### config.mk
export PLATFORM = sky130hd
export DESIGN_NAME = uart_rx_cfg_flat
export DESIGN_NICKNAME = d
export VERILOG_FILES = /design/src/rtl/uart_rx_cfg_if.sv /design/src/rtl/uart_rx_cfg.sv /design/src/flat_wrapper.sv
export SDC_FILE = /design/constraint.sdc
export NUM_CORES = 1
export LEC_CHECK = 0
export BUFFER_PORTS_ARGS = -buffer_cell sky130_fd_sc_hd__buf_2
export CAP_MARGIN = 20
export CORE_ASPECT_RATIO = 0.75
export CORE_MARGIN = 2
export CORE_UTILIZATION = 56
export CTS_BUF_LIST = sky130_fd_sc_hd__clkbuf_2
export CTS_CLUSTER_SIZE = 24
export DETAILED_ROUTE_END_ITERATION = 6
export PLACE_DENSITY = 0.78
export SETUP_SLACK_MARGIN = 0.2
export SYNTH_ARGS = -nofsm -noshare
export SYNTH_HDL_FRONTEND = slang
export SYNTH_SLANG_ARGS = --single-unit
export TNS_END_PERCENT = 20
### constraint.sdc
create_clock -name clk -period 1.67 [get_ports clk]
set_input_delay 0.2505 -clock clk [delete_from_list [all_inputs] [get_ports clk]]
set_output_delay 0.2505 -clock clk [all_outputs]
set_load 0.005 [all_outputs]
### src/rtl/uart_rx_cfg_if.sv
// uart_rx_cfg_if: byte-side handshake bundle of the configurable UART receiver.
//   rx_data        word received, LSB first on the line
//   rx_data_valid  rx_data and the error flags are valid
//   rx_data_ready  consumer takes the word when high together with rx_data_valid
//   parity_err     parity mismatch on the held word
//   frame_err      a stop-bit sample was 0 on the held word
//   overrun        one-cycle pulse when a completed frame was dropped
// Handshake: a word moves on every clk edge where rx_data_valid && rx_data_ready.
// rx_data_valid may rise at any time, and once high it stays high with rx_data
// and the flags held stable until that transfer edge.
// modport master = receiver side, modport slave = consumer side.
interface uart_rx_cfg_if #(
  parameter int DATA_BITS = 8
);
  logic [DATA_BITS-1:0] rx_data;
  logic                 rx_data_valid;
  logic                 rx_data_ready;
  logic                 parity_err;
  logic                 frame_err;
  logic                 overrun;

  modport master (
    output rx_data, rx_data_valid, parity_err, frame_err, overrun,
    input  rx_data_ready
  );

  modport slave (
    input  rx_data, rx_data_valid, parity_err, frame_err, overrun,
    output rx_data_ready
  );
endinterface

### src/rtl/uart_rx_cfg.sv
// uart_rx_cfg: configurable UART receiver (5..9 data bits, none/odd/even
// parity, 1 or 2 stop bits). Each bit is decided by majority vote of three
// samples taken just before and at the bit centre. A start bit that votes 1
// is treated as noise. The receiver keeps running while the consumer stalls.
// If a frame completes while the previous word is still held, the new frame
// is dropped and overrun pulses.
// Ports:
//   clk        single clock
//   rst_n      synchronous active-low reset
//   rx_pin     asynchronous serial input, idle high
//   bus        uart_rx_cfg_if.master (rx_data/valid/ready, error flags, overrun)
//   dbg_state  current receiver state (state_t encoding)
// CLK_FRE*1000000/BAUD_RATE must be at least 6.
module uart_rx_cfg #(
  parameter int CLK_FRE   = 50,
  parameter int BAUD_RATE = 115200,
  parameter int DATA_BITS = 8,
  parameter int PARITY    = 0,
  parameter int STOP_BITS = 1
) (
  input  logic                 clk,
  input  logic                 rst_n,
  input  logic                 rx_pin,
  uart_rx_cfg_if.master        bus,
  output logic [2:0]           dbg_state
);

  localparam int CYCLE = CLK_FRE * 1000000 / BAUD_RATE;
  localparam int MID   = CYCLE / 2 - 1;

  localparam logic [15:0] CNT_LAST = 16'(CYCLE - 1);
  localparam logic [15:0] CNT_MID  = 16'(MID);
  localparam logic [15:0] CNT_S1   = 16'(MID - 2);
  localparam logic [15:0] CNT_S2   = 16'(MID - 1);
  localparam logic [3:0]  BIT_LAST  = 4'(DATA_BITS - 1);
  localparam logic        STOP_LAST = 1'(STOP_BITS - 1);

  typedef enum logic [2:0] {
    S_IDLE   = 3'd0,
    S_START  = 3'd1,
    S_DATA   = 3'd2,
    S_PARITY = 3'd3,
    S_STOP   = 3'd4
  } state_t;

  state_t               state, state_nxt;
  logic [15:0]          cnt, cnt_nxt;
  logic [3:0]           bit_cnt, bit_cnt_nxt;
  logic                 stop_cnt, stop_cnt_nxt;
  logic [DATA_BITS-1:0] rx_bits, rx_bits_nxt;
  logic                 par_bit, par_bit_nxt;
  logic                 ferr, ferr_nxt;
  logic                 done;
  logic                 done_ferr;

  logic sync1, sync2, sync_d;
  logic smp1, smp2;
  logic fall, vote, at_mid, at_last;
  logic par_err_calc;

  assign dbg_state = state;

  // Two-flop synchroniser plus one delay stage for the falling-edge detect.
  always_ff @(posedge clk) begin
    if (!rst_n) begin
      sync1  <= 1'b1;
      sync2  <= 1'b1;
      sync_d <= 1'b1;
    end else begin
      sync1  <= rx_pin;
      sync2  <= sync1;
      sync_d <= sync2;
    end
  end

  assign fall    = sync_d & ~sync2;
  assign at_mid  = (cnt == CNT_MID);
  assign at_last = (cnt == CNT_LAST);

  // The first two samples are stored. The third sample is the live
  // synchronised value in the MID cycle, so the vote is ready at MID itself.
  always_ff @(posedge clk) begin
    if (!rst_n) begin
      smp1 <= 1'b0;
      smp2 <= 1'b0;
    end else begin
      if (cnt == CNT_S1) smp1 <= sync2;
      if (cnt == CNT_S2) smp2 <= sync2;
    end
  end

  assign vote = (smp1 & smp2) | (smp1 & sync2) | (smp2 & sync2);

  // ^rx_bits is 1 for an odd count of ones in the data.
  always_comb begin
    par_err_calc = 1'b0;
    if (PARITY == 1)      par_err_calc = ~(^rx_bits ^ par_bit);
    else if (PARITY == 2) par_err_calc = ^rx_bits ^ par_bit;
  end

  always_ff @(posedge clk) begin
    if (!rst_n) begin
      state    <= S_IDLE;
      cnt      <= 16'd0;
      bit_cnt  <= 4'd0;
      stop_cnt <= 1'b0;
      rx_bits  <= '0;
      par_bit  <= 1'b0;
      ferr     <= 1'b0;
    end else begin
      state    <= state_nxt;
      cnt      <= cnt_nxt;
      bit_cnt  <= bit_cnt_nxt;
      stop_cnt <= stop_cnt_nxt;
      rx_bits  <= rx_bits_nxt;
      par_bit  <= par_bit_nxt;
      ferr     <= ferr_nxt;
    end
  end

  always_comb begin
    state_nxt    = state;
    cnt_nxt      = cnt + 16'd1;
    bit_cnt_nxt  = bit_cnt;
    stop_cnt_nxt = stop_cnt;
    rx_bits_nxt  = rx_bits;
    par_bit_nxt  = par_bit;
    ferr_nxt     = ferr;
    done         = 1'b0;
    done_ferr    = ferr | ~vote;
    case (state)
      S_IDLE: begin
        cnt_nxt = 16'd0;
        if (fall) begin
          state_nxt    = S_START;
          bit_cnt_nxt  = 4'd0;
          stop_cnt_nxt = 1'b0;
          ferr_nxt     = 1'b0;
        end
      end
      S_START: begin
        if (at_mid && vote) begin
          state_nxt = S_IDLE;
          cnt_nxt   = 16'd0;
        end else if (at_last) begin
          state_nxt = S_DATA;
          cnt_nxt   = 16'd0;
        end
      end
      S_DATA: begin
        for (int i = 0; i < DATA_BITS; i++) begin
          if (at_mid && bit_cnt == 4'(i)) rx_bits_nxt[i] = vote;
        end
        if (at_last) begin
          cnt_nxt = 16'd0;
          if (bit_cnt == BIT_LAST) begin
            bit_cnt_nxt = 4'd0;
            state_nxt   = (PARITY != 0) ? S_PARITY : S_STOP;
          end else begin
            bit_cnt_nxt = bit_cnt + 4'd1;
          end
        end
      end
      S_PARITY: begin
        if (at_mid) par_bit_nxt = vote;
        if (at_last) begin
          state_nxt = S_STOP;
          cnt_nxt   = 16'd0;
        end
      end
      S_STOP: begin
        if (at_mid) begin
          ferr_nxt = done_ferr;
          // Finishing at the centre of the last stop bit leaves half a bit
          // to catch a following start edge with no dead time.
          if (stop_cnt == STOP_LAST) begin
            done      = 1'b1;
            state_nxt = S_IDLE;
            cnt_nxt   = 16'd0;
          end
        end else if (at_last) begin
          stop_cnt_nxt = stop_cnt + 1'b1;
          cnt_nxt      = 16'd0;
        end
      end
      default: begin
        state_nxt = S_IDLE;
        cnt_nxt   = 16'd0;
      end
    endcase
  end

  // Output holding register. A completion in the same cycle as a transfer
  // reloads it, so the consumer never loses a word to that collision.
  always_ff @(posedge clk) begin
    if (!rst_n) begin
      bus.rx_data       <= '0;
      bus.rx_data_valid <= 1'b0;
      bus.parity_err    <= 1'b0;
      bus.frame_err     <= 1'b0;
      bus.overrun       <= 1'b0;
    end else begin
      bus.overrun <= 1'b0;
      if (done) begin
        if (!bus.rx_data_valid || bus.rx_data_ready) begin
          bus.rx_data       <= rx_bits;
          bus.parity_err    <= par_err_calc;
          bus.frame_err     <= done_ferr;
          bus.rx_data_valid <= 1'b1;
        end else begin
          bus.overrun <= 1'b1;
        end
      end else if (bus.rx_data_valid && bus.rx_data_ready) begin
        bus.rx_data_valid <= 1'b0;
      end
    end
  end

endmodule

### src/flat_wrapper.sv
// flat-port wrapper written by rule: the top's interface ports become plain ports
module uart_rx_cfg_flat 
#(
  parameter int CLK_FRE   = 50,
  parameter int BAUD_RATE = 115200,
  parameter int DATA_BITS = 8,
  parameter int PARITY    = 0,
  parameter int STOP_BITS = 1
)
  (clk, rst_n, rx_pin, dbg_state, bus_rx_data, bus_rx_data_valid, bus_parity_err, bus_frame_err, bus_overrun, bus_rx_data_ready);
  uart_rx_cfg_if #(.DATA_BITS(DATA_BITS)) bus_i ();
  input  logic clk;
  input  logic rst_n;
  input  logic rx_pin;
  output logic [2:0] dbg_state;
  output wire logic [$bits(bus_i.rx_data)-1:0] bus_rx_data;
  output wire logic [$bits(bus_i.rx_data_valid)-1:0] bus_rx_data_valid;
  output wire logic [$bits(bus_i.parity_err)-1:0] bus_parity_err;
  output wire logic [$bits(bus_i.frame_err)-1:0] bus_frame_err;
  output wire logic [$bits(bus_i.overrun)-1:0] bus_overrun;
  input wire logic [$bits(bus_i.rx_data_ready)-1:0] bus_rx_data_ready;
  assign bus_rx_data = bus_i.rx_data;
  assign bus_rx_data_valid = bus_i.rx_data_valid;
  assign bus_parity_err = bus_i.parity_err;
  assign bus_frame_err = bus_i.frame_err;
  assign bus_overrun = bus_i.overrun;
  assign bus_i.rx_data_ready = bus_rx_data_ready;
  uart_rx_cfg #(.CLK_FRE(CLK_FRE), .BAUD_RATE(BAUD_RATE), .DATA_BITS(DATA_BITS), .PARITY(PARITY), .STOP_BITS(STOP_BITS)) u_core (.clk(clk), .rst_n(rst_n), .rx_pin(rx_pin), .bus(bus_i), .dbg_state(dbg_state));
endmodule
# After elaboration in Yosys (flattened, before gate mapping)
# Cells that the tools add are included.
[word_totals] ff_bits=49 out_inout_bits=15
[classes] add_sub_neg=3 eq_ne=25 mux=31 n_bitwise=9 n_reduce_logical=33
[op_table] operator="two-way mux 16 bit" count=4
[op_table] operator="equality test 16 x 8 -> 1 bit (second input constant)" count=3
[op_table] operator="case mux 16 bit (3 select lines)" count=1
[op_table] operator="two-way mux 3 bit" count=8
[op_table] operator="AND reduction 2 bit" count=11
[op_table] operator="adder 16 x 1 -> 16 bit (second input constant)" count=1
[op_table] operator="equality test 16 x 9 -> 1 bit (second input constant)" count=1
[op_table] operator="equality test 4 x 3 -> 1 bit (second input constant)" count=4
[op_table] operator="case mux 3 bit (5 select lines)" count=1
[op_table] operator="two-way mux 4 bit" count=3
[op_table] operator="inequality test 2 x 1 -> 1 bit (second input constant)" count=6
[op_table] operator="two-way mux 1 bit" count=11
[op_table] operator="logical AND 1 bit" count=10
[op_table] operator="equality test 4 x 2 -> 1 bit (second input constant)" count=2
[op_table] operator="case mux 4 bit (2 select lines)" count=1
[op_table] operator="AND reduction 7 bit" count=1
[op_table] operator="equality test 3 x 2 -> 1 bit (second input constant)" count=2
[op_table] operator="inequality test 2 bit (second input constant)" count=3
[op_table] operator="AND reduction 3 bit" count=2
[op_table] operator="nonzero test 2 bit" count=3
[op_table] operator="adder 4 x 1 -> 4 bit (second input constant)" count=1
[op_table] operator="bitwise AND 1 bit" count=4
[op_table] operator="equality test 4 x 1 -> 1 bit (second input constant)" count=1
[op_table] operator="logical NOT 4 bit" count=1
[op_table] operator="other kinds (12)" count=16

# Depth between registers and ports, before layout
[logic_depth] ltp_word=7 depth_mapped=8 mapped_depth_nobuf=7

# Worst setup path before layout
# OpenSTA, ideal clock, no wires.
[synth_timing] kind="register -> register" startpoint="reg u_core.cnt[12]" endpoint="reg u_core.cnt[2]" setup_time_ps=127 arrival_ps=1716 setup_slack_ps=-173 path_stages_with_launch=6 period_less_slack_ps=1843 path_cell_list="dfxtp_1 -> or4_4 -> nor3_4 -> a31oi_1 -> o31ai_4 -> nor2_1"
[synth_between] elab_chain_len=4
[synth_rtl] item="start: declaration" line_no="uart_rx_cfg.sv:47" rtl="logic [15:0] cnt, cnt_nxt;"
[synth_rtl] item="start signal: assignment" line_no="uart_rx_cfg.sv:112" rtl="cnt <= cnt_nxt;"
[synth_rtl] item="equality test 16 x 9 -> 1 bit / equality test 16 x 8 -> 1 bit (equally long branches)" line_no="uart_rx_cfg.sv:78, uart_rx_cfg.sv:77"
[synth_rtl] item="two-way mux 16 bit / logical AND 1 bit (equally long branches)"
[synth_rtl] item="two-way mux 16 bit (on tied branches)" line_no="uart_rx_cfg.sv:172, uart_rx_cfg.sv:142"
[synth_rtl] item="case mux 16 bit (3 select lines) (*)" line_no="uart_rx_cfg.sv:131" rtl="case (state)"
# Mark *: on every way between the ends. The rest lies on a longest branch, timed or not.
# A chain may end at the register's enable or synchronous reset.

# Final worst setup path
[layout_timing] startpoint="reg u_core.cnt[13]" endpoint="reg u_core.cnt[4]"
# The elaborated chain is that of the path after synthesis.

==> results.sh <==
export IMPL_slew_viol_final=0
export IMPL_die_y_um=60.8
export IMPL_grt_pass1_wl_um=10100
export IMPL_numCtsBuffers=5
export IMPL_cp_cell_sequence="or4_4, nor3_4, buf_6, a31oi_4, o31ai_4, buf_6, nor2_1"
export IMPL_p_leak_uw=0.00133
export IMPL_async_reset_ff_frac=0
export IMPL_cts_tree="built"
export IMPL_fin_cells=399
export IMPL_fin_ws_ns=-0.308
export IMPL_syn_cell_area_um2=2410
export IMPL_violations="setup timing"
export IMPL_core_um2=4100
export IMPL_ios=19
export IMPL_wl_um=6730
export IMPL_dieArea_um2=4850
export IMPL_combPwrFrac=0.040
export IMPL_synth_edff_count=0
export IMPL_hold_viol=0
export IMPL_synth_nets=288
export IMPL_post_route_period_util=1.18
export IMPL_final_area_um2=3250
export IMPL_critPathBufInv=2
export IMPL_cts_sinks=49
export IMPL_seq_power_share=0.624
export IMPL_yosysWarnings=0
export IMPL_critPathMaxFanout=7
export IMPL_internal_power_uw=1460
export IMPL_grt_use_total=0.274
export IMPL_skew_ns=0.0291
export IMPL_routabilityCongestion=0.909
export IMPL_clockBufferDepth=2
export IMPL_cp_required_ns=2.01
export IMPL_cap_violations=0
export IMPL_fp_dieW_um=79.8
export IMPL_place_area_um2=2910
export IMPL_via_per_inst=6.00
export IMPL_ys_seq_area_frac=0.407
export IMPL_drive_gt1_frac=0.384
export IMPL_pwr_share_clk=0.336
export IMPL_placement_io_buffers=17
export IMPL_row_count=20
export IMPL_switching_power_uw=428
export IMPL_clk_pin_slew_ns=0.26
export IMPL_grt_pass1_vias=2135
export IMPL_first_pass_iters=5
export IMPL_regArea_um2=996
export IMPL_peakVddDrop_v=0.000418
export IMPL_cp_slowest_cell="or4_4"
export IMPL_clock_latency_ns=0.44
export IMPL_wl_per_cell_um=16.9
export IMPL_synth_mux_area_frac=0.0794
export IMPL_hpwl_um=4280
export IMPL_avgSynthCellArea_um2=8.74
export IMPL_p_total_uw=1890
export IMPL_vias=2395
export IMPL_crit_type="reg -> reg"
export IMPL_drc=0
export IMPL_nNetsFinal=355
export IMPL_fmax_mhz=505
export IMPL_dp_cells=382
export IMPL_ys_flop_type="dfxtp_1"
export IMPL_grt_max_degree=20
export IMPL_initial_core_util=0.588
export IMPL_period_needed_ns=1.98
export IMPL_synth_top_family_by_area="simple AND/OR/NAND/NOR gates"
export IMPL_outcome="complete, but fails checks"
export IMPL_worst_slew_pin_transition_ns=0.557
export IMPL_synth_seq_cells=49
export IMPL_synthSimpleGateAreaFrac=0.298
export IMPL_fin_setup_tns_ns=-5.62
export IMPL_grt_overflow_total=0
export IMPL_yosysUniqueCellTypes=45
export IMPL_antenna_found_initial=0
export IMPL_ant_nets=0
export IMPL_crit_path_end_kind="register"
export IMPL_setup_viol=43
export IMPL_rsz0062_at_grt="yes"
export IMPL_cp_arrival_ns=2.32
export IMPL_final_util=0.793
export IMPL_multi_input_area_um2=1540
export IMPL_synth_compound_area_share=0.0892
export IMPL_antenna_cells=0
export IMPL_hold_path_class="in -> reg"
export IMPL_fill_cells=259
export IMPL_p_sw_frac=0.227
export IMPL_cellPowerDensity_nw_per_um2=580
export IMPL_crit_family="simple AND/OR/NAND/NOR gates"
export IMPL_synthAdderAreaFrac=0.0456
export IMPL_slew_limit_headroom=0.628
export IMPL_syn_inst=276
export IMPL_path_common_cell="buf_6"
export IMPL_areaGrowthSynthToFinish_pct=34.9
export IMPL_cp_start_kind="register"
export IMPL_max_stage_delay_ns=0.57
export IMPL_clockRootBuffer="clkbuf_2"
export IMPL_synth_xor_area_frac=0.0399
export IMPL_cts_htree_levels=2
export IMPL_drt_iter0_drc=249
[worst reg2reg max path: cells and delay by family (launching register included)]
family	cells	cell delay, ns
AND/OR/NAND/NOR	3	0.84
buffers and inverters	2	0.33
flip-flops	1	0.38
AO/OA/AOI/OAI	2	0.35
[cells in the final DEF (no fill, tap or decap), types with 4 or more instances in the layout]
master    Yosys  layout
buf_4         2      49
dfxtp_1      49      39
nor2_1       37      27
nand2_1      19      19
mux2i_1      18      18
buf_2         1      17
nand3_1      15      15
nand4_1      10      10
buf_6         0       9
dfxtp_2       0       9
o21ai_0       8       8
nor2_2        0       7
xor2_1        7       7
a21oi_1       9       6
ha_1          8       6
clkbuf_2      0       6
inv_1         7       5
nor3_1        8       5
and3_1        5       4
nor2b_1       5       4
nand2b_1      4       4
a31oi_1       6       4
or3_1         4       4
xnor2_1       4       4
[worst paths after layout]
check / from / slack, ns / cells past startpoint / to
setup reg to reg: u_core.cnt[13] / -0.31 / 7 / u_core.cnt[4]
hold reg to reg: u_core.sync1 / 0.43 / 1 / u_core.sync2
hold / removal: rst_n / 0.12 / 2 / u_core.dbg_state[2]
setup / recovery: u_core.cnt[13] / -0.31 / 7 / u_core.cnt[4]
[area by class of cell]
type                       instances  share of cell area
tap                               55              0.0211
clock buffer                       6             0.00923
timing repair buffer              76               0.173
inverter                           7             0.00807
sequential                        49               0.306
clock inverter                     2              0.0104
multi-input combinational        204               0.472
[Yosys cell counts, drive strengths merged (3+ instances only)]
cell type	number	share of area
or3	4	0.010
nor3	10	0.027
nand2	19	0.030
and4	4	0.015
nor2	37	0.058
buf	3	0.0083
a21oi	9	0.019
and3	5	0.013
nand4	10	0.026
a31oi	6	0.016
clkbuf	13	0.020
xor2	7	0.025
nor3b	6	0.019
dfxtp	49	0.41
nand2b	4	0.010
o21ai	9	0.019
inv	7	0.011
mux2i	18	0.075
nand3	15	0.031
xnor2	4	0.015
nor2b	5	0.013
o31ai	3	0.015
ha	8	0.041
nor4	4	0.017
[through the flow]
step           setup slack (ns)  hold slack, ns
2_1_floorplan           -0.0986           0.352
3_3_place_gp             -0.178           0.388
3_5_place_dp             -0.268           0.397
4_1_cts                  -0.222           0.130
5_1_grt                  -0.337          0.0966
6_report                 -0.308           0.125
[cells by family (layout without fill, tap and decap cells)]
logic type,Yosys count,in the layout
other,1,1
adders and majority gates,9,9
AOI/OAI and AO/OA,33,33
xor gates and xnor gates,11,11
DFF,49,49
and+or+nand+nor,131,131
muxes,19,19
buffers and inverters,23,91
[sequential cells by signal, indices dropped and copies added (netlist names), 3 cells and up]
| register | cells |
|---|---|
| u_core.bit_cnt | 4 |
| u_core.bus.rx_data | 8 |
| u_core.rx_bits | 8 |
| u_core.cnt | 16 |
| u_core.dbg_state | 3 |
[repair_timing]
item | in CTS | in global routing
gates resized for setup | 22 | 37
setup endpoints to repair | 46 | 49
pin swaps | 14 | 16
endpoints found under the hold margin | 1 | 0
hold buffers | 1 | 0
setup buffers | 6 | 2
[layer usage]
metal / up-vias / global-route usage / wire (um) / share of wire
li1: 1111 / - / - / -
met1: 1117 / 0.382 / 2980 / 0.44
met2: 130 / 0.413 / 2940 / 0.44
met3: 37 / 0.0685 / 582 / 0.086
met4: 0 / 0.107 / 232 / 0.034
met5: - / 0 / 0 / 0
[power by group through the flow]
| stage | clock network (uW) | registers (uW) | logic [uW] |
|---|---|---|---|
| detailed placement | 0 | 1200 | 65.9 |
| finish | 635 | 1180 | 75.2 |
| global placement | 0 | 1200 | 65.3 |
| global route | 684 | 1180 | 80.7 |
| floorplan | 0 | 1200 | 41.0 |
| CTS | 633 | 1180 | 68.8 |
(Power assumes the default switching activity.)
